$ cat src/rtl/fetch_unit.sv
// Instruction fetch unit.
// Issues sequential word fetches to instruction memory and collects the
// in-order responses in a small instruction queue for decode. Taken branches
// flush the queue and restart fetch at the new address. Responses that were
// already in flight when a redirect happened are recognised only by counting
// them, and are then dropped.
`timescale 1ns/1ps

module fetch_unit #(
    parameter int unsigned DEPTH    = 4,
    parameter logic [15:0] RESET_PC = 16'h0000
) (
    input  logic        Clk,
    input  logic        Rst,
    output logic        imem_req,
    output logic [15:0] imem_addr,
    input  logic        imem_gnt,
    input  logic        imem_rvalid,
    input  logic [15:0] imem_rdata,
    input  logic        redirect,
    input  logic [15:0] redirect_pc,
    output logic        id_valid,
    output logic [15:0] id_instr,
    output logic [15:0] id_pc,
    input  logic        id_ready
);

    // Pointer width for a power-of-two queue, and counter width that can
    // also hold the value DEPTH itself.
    localparam int unsigned PW = (DEPTH > 1) ? $clog2(DEPTH) : 1;
    localparam int unsigned CW = PW + 1;
    localparam logic [CW:0] DEPTH_SUM = (CW + 1)'(DEPTH);

    // Architectural state and next-state values.
    logic [15:0]   fetchPc_q,     fetchPc_d;
    logic [CW-1:0] occupancy_q,   occupancy_d;
    logic [CW-1:0] outstanding_q, outstanding_d;
    logic [CW-1:0] discard_q,     discard_d;
    logic [PW-1:0] qHead_q,       qHead_d;
    logic [PW-1:0] qTail_q,       qTail_d;
    logic [PW-1:0] tagHead_q,     tagHead_d;
    logic [PW-1:0] tagTail_q,     tagTail_d;

    // Queue payload and the in-order tag FIFO holding request addresses.
    logic [15:0] qInstr_q  [DEPTH];
    logic [15:0] qPc_q     [DEPTH];
    logic [15:0] tagAddr_q [DEPTH];

    // Per-cycle events.
    logic        reqAccept;
    logic        respValid;
    logic        pushResp;
    logic        popHead;
    logic [CW:0] occPlusOut;

    // A response is only meaningful while something is outstanding; this also
    // keeps stray responses after a reset from corrupting the counters.
    assign respValid = imem_rvalid & (outstanding_q != '0);
    assign reqAccept = imem_req & imem_gnt;
    assign pushResp  = respValid & ~redirect & (discard_q == '0);
    assign popHead   = id_valid & id_ready & ~redirect;

    // Request only when every granted request is guaranteed a queue slot.
    always_comb begin
        occPlusOut = {1'b0, occupancy_q} + {1'b0, outstanding_q};
        imem_req   = Rst & ~redirect & (occPlusOut < DEPTH_SUM);
    end

    assign imem_addr = fetchPc_q;

    // Head of queue straight from the storage registers, zero when empty.
    always_comb begin
        id_valid = (occupancy_q != '0);
        id_instr = 16'h0000;
        id_pc    = 16'h0000;
        if (id_valid) begin
            id_instr = qInstr_q[qHead_q];
            id_pc    = qPc_q[qHead_q];
        end
    end

    // Fetch address: redirect wins, otherwise advance on every accepted request.
    always_comb begin
        fetchPc_d = fetchPc_q;
        if (redirect) begin
            fetchPc_d = redirect_pc;
        end else if (reqAccept) begin
            fetchPc_d = fetchPc_q + 16'd1;
        end
    end

    // Outstanding tracks every granted request until its response shows up,
    // whether that response is kept or dropped.
    always_comb begin
        outstanding_d = outstanding_q + CW'(reqAccept) - CW'(respValid);
    end

    // Discard count: on redirect every response still due becomes stale (the
    // one arriving this cycle is already dropped by the redirect itself).
    always_comb begin
        discard_d = discard_q;
        if (redirect) begin
            discard_d = outstanding_d;
        end else if (respValid && (discard_q != '0)) begin
            discard_d = discard_q - CW'(1);
        end
    end

    // Queue bookkeeping: flush on redirect, otherwise push/pop with wrapping pointers.
    always_comb begin
        occupancy_d = occupancy_q;
        qHead_d     = qHead_q;
        qTail_d     = qTail_q;
        if (redirect) begin
            occupancy_d = '0;
            qHead_d     = '0;
            qTail_d     = '0;
        end else begin
            occupancy_d = occupancy_q + CW'(pushResp) - CW'(popHead);
            if (pushResp) begin
                qTail_d = qTail_q + PW'(1);
            end
            if (popHead) begin
                qHead_d = qHead_q + PW'(1);
            end
        end
    end

    // Tag FIFO pointers: one entry per grant, retired by any response. Not
    // flushed on redirect because stale responses still retire their tags.
    always_comb begin
        tagHead_d = tagHead_q;
        tagTail_d = tagTail_q;
        if (reqAccept) begin
            tagTail_d = tagTail_q + PW'(1);
        end
        if (respValid) begin
            tagHead_d = tagHead_q + PW'(1);
        end
    end

    // Control state with asynchronous reset; in-flight requests are forgotten.
    always_ff @(posedge Clk or negedge Rst) begin
        if (!Rst) begin
            fetchPc_q     <= RESET_PC;
            occupancy_q   <= '0;
            outstanding_q <= '0;
            discard_q     <= '0;
            qHead_q       <= '0;
            qTail_q       <= '0;
            tagHead_q     <= '0;
            tagTail_q     <= '0;
        end else begin
            fetchPc_q     <= fetchPc_d;
            occupancy_q   <= occupancy_d;
            outstanding_q <= outstanding_d;
            discard_q     <= discard_d;
            qHead_q       <= qHead_d;
            qTail_q       <= qTail_d;
            tagHead_q     <= tagHead_d;
            tagTail_q     <= tagTail_d;
        end
    end

    // Payload storage needs no reset: entries are only read when counted valid.
    always_ff @(posedge Clk) begin
        if (pushResp) begin
            qInstr_q[qTail_q] <= imem_rdata;
            qPc_q[qTail_q]    <= tagAddr_q[tagHead_q];
        end
        if (reqAccept) begin
            tagAddr_q[tagTail_q] <= fetchPc_q;
        end
    end

endmodule

$ cat config.mk
export PLATFORM = sky130hd
export DESIGN_NAME = fetch_unit
export DESIGN_NICKNAME = d
export VERILOG_FILES = /design/src/rtl/fetch_unit.sv
export SDC_FILE = /design/constraint.sdc
export NUM_CORES = 1
export LEC_CHECK = 0
export CORE_ASPECT_RATIO = 1.5
export CORE_MARGIN = 5
export CORE_UTILIZATION = 30
export CTS_CLUSTER_DIAMETER = 60
export CTS_CLUSTER_SIZE = 28
export DETAILED_ROUTE_END_ITERATION = 10
export RECOVER_POWER = 100
export SETUP_SLACK_MARGIN = 0.4
export SYNTH_ARGS = -nofsm -noshare
export SYNTH_HDL_FRONTEND = slang
export SYNTH_SLANG_ARGS = --single-unit
$ cat constraint.sdc
create_clock -name Clk -period 3.55 [get_ports Clk]
set_input_delay 0.8875 -clock Clk [delete_from_list [all_inputs] [get_ports Clk]]
set_output_delay 0.8875 -clock Clk [all_outputs]
set_load 0.005 [all_outputs]
==> results.md <==
* Final instance area at roughly 11,000 µm²
* Leading area contributor after synthesis: edfxtp_1
* CTS Buffer Depth at 3
* Failing checks: capacitance limit, slew limit
* Seq/Total Area, Yosys at 0.722
* Relative slew slack at -0.256
* Die Span Y at around 220 µm
* Crit Reg-Reg Startpoint: occupancy_q[1]
* Dpl ws at approximately 0.028 ns
* Core area at between 30,000 and 40,000 µm²
* Commonest non-fill, non-tap cell in the layout: edfxtp_1
* Initial antenna violation count at 0
* Max Fclk at slightly above 300 MHz
* Least-Margin Pin Slew at approximately 1.9 ns
* Status: complete, but fails checks
* Fraction of layout cells with a size suffix above 1 at 0.190
* Fill count at 2,768
* CTS clk-pin slew, worst paths at 0.10 ns
* Syn Nets at 552
* Nets at between 600 and 700
* Post-Syn Area per Cell at 18.4 µm²
* Leakage at a little under 0.004 µW
* Met2 Wirelength at a little over 10,000 µm
* Gr ovfl total at 0
* Worst clock skew at ~0.014 ns
* Area grow syn2layout at 22.6%
* Clock latency on the worst-skew pair at between 0.4 and 0.5 ns
* Vias per inst at between 4 and 5
* Register Area at ~6600 µm²
* Worst vdd ir at 0.243 mV
* Synth unique cells at between 40 and 50
* First-pass DRT Iterations at 4
* Share of Yosys cell area claimed by the top area cell type at 0.631
* CTS Buf Count at 14
* Setup_tns at 0 ns
* Die X-Extent at ~150 µm
* Starting Density at 0.303
* Site Rows at slightly below 80
* Ant diodes at 0
* Unrepaired setup endpoints after global routing: yes
* GP Congestion at 0.724
* Fin. Hold Viols at 0
* Number of DRC markers in iteration 0 at slightly below 300
* Crit start category: register
* Cell Pwr Density at 647 nW/µm²
* Syn. warnings at 0
* # IOs at 88
* GRT Overall Usage at 0.107
* Final cycle utilization of the critical path at 0.930
* Vias in the first global route at around 5,200
* # H-tree levels at 1
* Via count at around 4,900
* Wire length on met3 at 836 µm
* Crit-path max FO at 6
* Required @ worst endpoint at about 2.7 ns
* Clk sink count at 225
* Max_cap viols at 1
* Final setup viols at 0
* Die ar. at between 30,000 and 40,000 µm²
* Hold Crit Start: discard_q[0]
* Hold Path Class: reg -> reg
* Crit path kind: reg -> out
* PnR worst setup slack at about 0.25 ns
* Multi-input logic area at 2400 µm²
* Placed inst area at 10,700 µm²
* Number of port buffers at 87
* Most frequent cells in the layout: edfxtp_1, mux4_2, dlygate4sd3_1, dfrtp_1
* CTS tree: yes
* Pins Over Slew Limit at 34
* Highest metal used: met4
* HPWL after detailed placement at 11,800 µm
* Final WL at between 15,000 and 20,000 µm
* Largest cells by area after synthesis: edfxtp_1, mux4_2, dfrtp_1
* Detail Route Antenna Nets at 0
* WL/cell at 18.2 µm
* Seq cells post-synth at between 200 and 250
* DRC Markers at 0
* Crit. Startpoint: qHead_q[0]
* Met1 Routed Length at 7390 µm
* Root buf cell: clkbuf_16
* Final min period at 3.30 ns
* CP Capture Type: primary output
* Crit path DAT at ~2.4 ns
* Post-Synthesis Cells at between 400 and 500
* Post-synthesis instance area at 9130 µm²
* Largest net degree at the start of global routing at 36
* First-pass GRT wire length at roughly 29,000 µm
synthesized netlist by cell type:
cell type    n
edfxtp_1   192
mux4_2      48
and2_1      40
dfrtp_1     33
inv_1       18
ha_1        17
clkbuf_1    16
nand2_1     15
a221o_1     11
o21ai_0     11
nor2_1      10
nand3_1      7
nor3_1       7
xnor2_1      7
a21o_1       6
buf_2        5
or3_1        5
a21oi_1      4
nand4_1      4
nor4_1       4
xor2_1       4
and3_1       3
buf_1        3
o31ai_1      3
or4_1        3
fa_1         2
mux2i_1      2
nor3b_1      2
a31oi_1      1
and4_1       1
inv_2        1
mux2_2       1
nor2b_1      1
nor4_4       1
o211ai_1     1
o311ai_1     1
o31a_1       1
o41a_1       1
o41ai_1      1
or2_2        1
or4b_4       1
routing by layer:
metal | GRT usage | up-vias
li1 | - | 2179
met1 | 0.128 | 2514
met2 | 0.203 | 160
met3 | 0.0172 | 18
met4 | 0.0247 | 0
met5 | 0 | -
per-stage QoR:
step,hold WS (ns),total power (µW),cells,util
floorplan,0.532,4640,495,-
global placement,0.574,5510,979,0.354
detailed placement,0.580,5590,979,0.354
CTS,0.597,7420,1013,0.374
global route,0.620,7680,1017,0.371
finish,0.588,7240,1017,0.371
timing repair:
| item | CTS | global route |
|---|---|---|
| gates cloned | 2 | 0 |
| hold buffers | 0 | 0 |
| endpoints found under the setup margin | 33 | 19 |
| resized for setup | 33 | 32 |
| pin swaps | 0 | 4 |
| setup buffers | 8 | 4 |
where the power goes:
| group | internal (µW) | switching, µW | total (µW) |
|---|---|---|---|
| logic | 1170 | 887 | 2060 |
| clock network | 824 | 896 | 1720 |
| registers | 3210 | 261 | 3470 |
| total | 5200 | 2040 | 7240 |
cells by family (layout without fill, tap and decap cells):
kind of cell,count (synthesis),in the layout,share of synthesized area
DFF,225,225,0.722
and+or+nand+nor,105,105,0.0666
muxes,51,51,0.122
buffers and inverters,43,165,0.0184
AOI/OAI and AO/OA,41,41,0.0333
adders and majority gates,19,19,0.0277
xor gates and xnor gates,11,11,0.0105
critical path: stages, from the launching register on:
cell and delay, ns:
dfrtp_4 0.46, bufbuf_16 0.28, mux4_2 0.48, and2_1 0.16, dlygate4sd3_1 0.56
flip-flops by register name (all words and copies together), names as in the netlist:
| register | flops |
|---|---|
| qHead_q | 2 |
| discard_q | 3 |
| qTail_q | 2 |
| tagHead_q | 2 |
| qInstr_q | 64 |
| outstanding_q | 3 |
| tagAddr_q | 64 |
| tagTail_q | 2 |
| occupancy_q | 3 |
| imem_addr | 16 |
| qPc_q | 64 |
final timing paths:
path	cells after the start	endpoint	slack, ns
hold / removal	2	discard_q[0]	0.59
max in group asynchronous	2	qHead_q[0]	0.99
setup reg to reg	8	tagAddr_q[0][13]	0.39
min in group asynchronous	2	occupancy_q[1]	1.24
setup / recovery	4	id_instr[4]	0.25
hold reg to reg	2	discard_q[0]	0.59
final cells by class:
class,instances,share of cell area
sequential,225,0.589
timing repair buffer,122,0.104
clock buffer,16,0.0338
tap,400,0.0447
inverter,19,0.00637
clock inverter,8,0.00804
multi-input combinational,227,0.214
(Power assumes the default switching activity.)
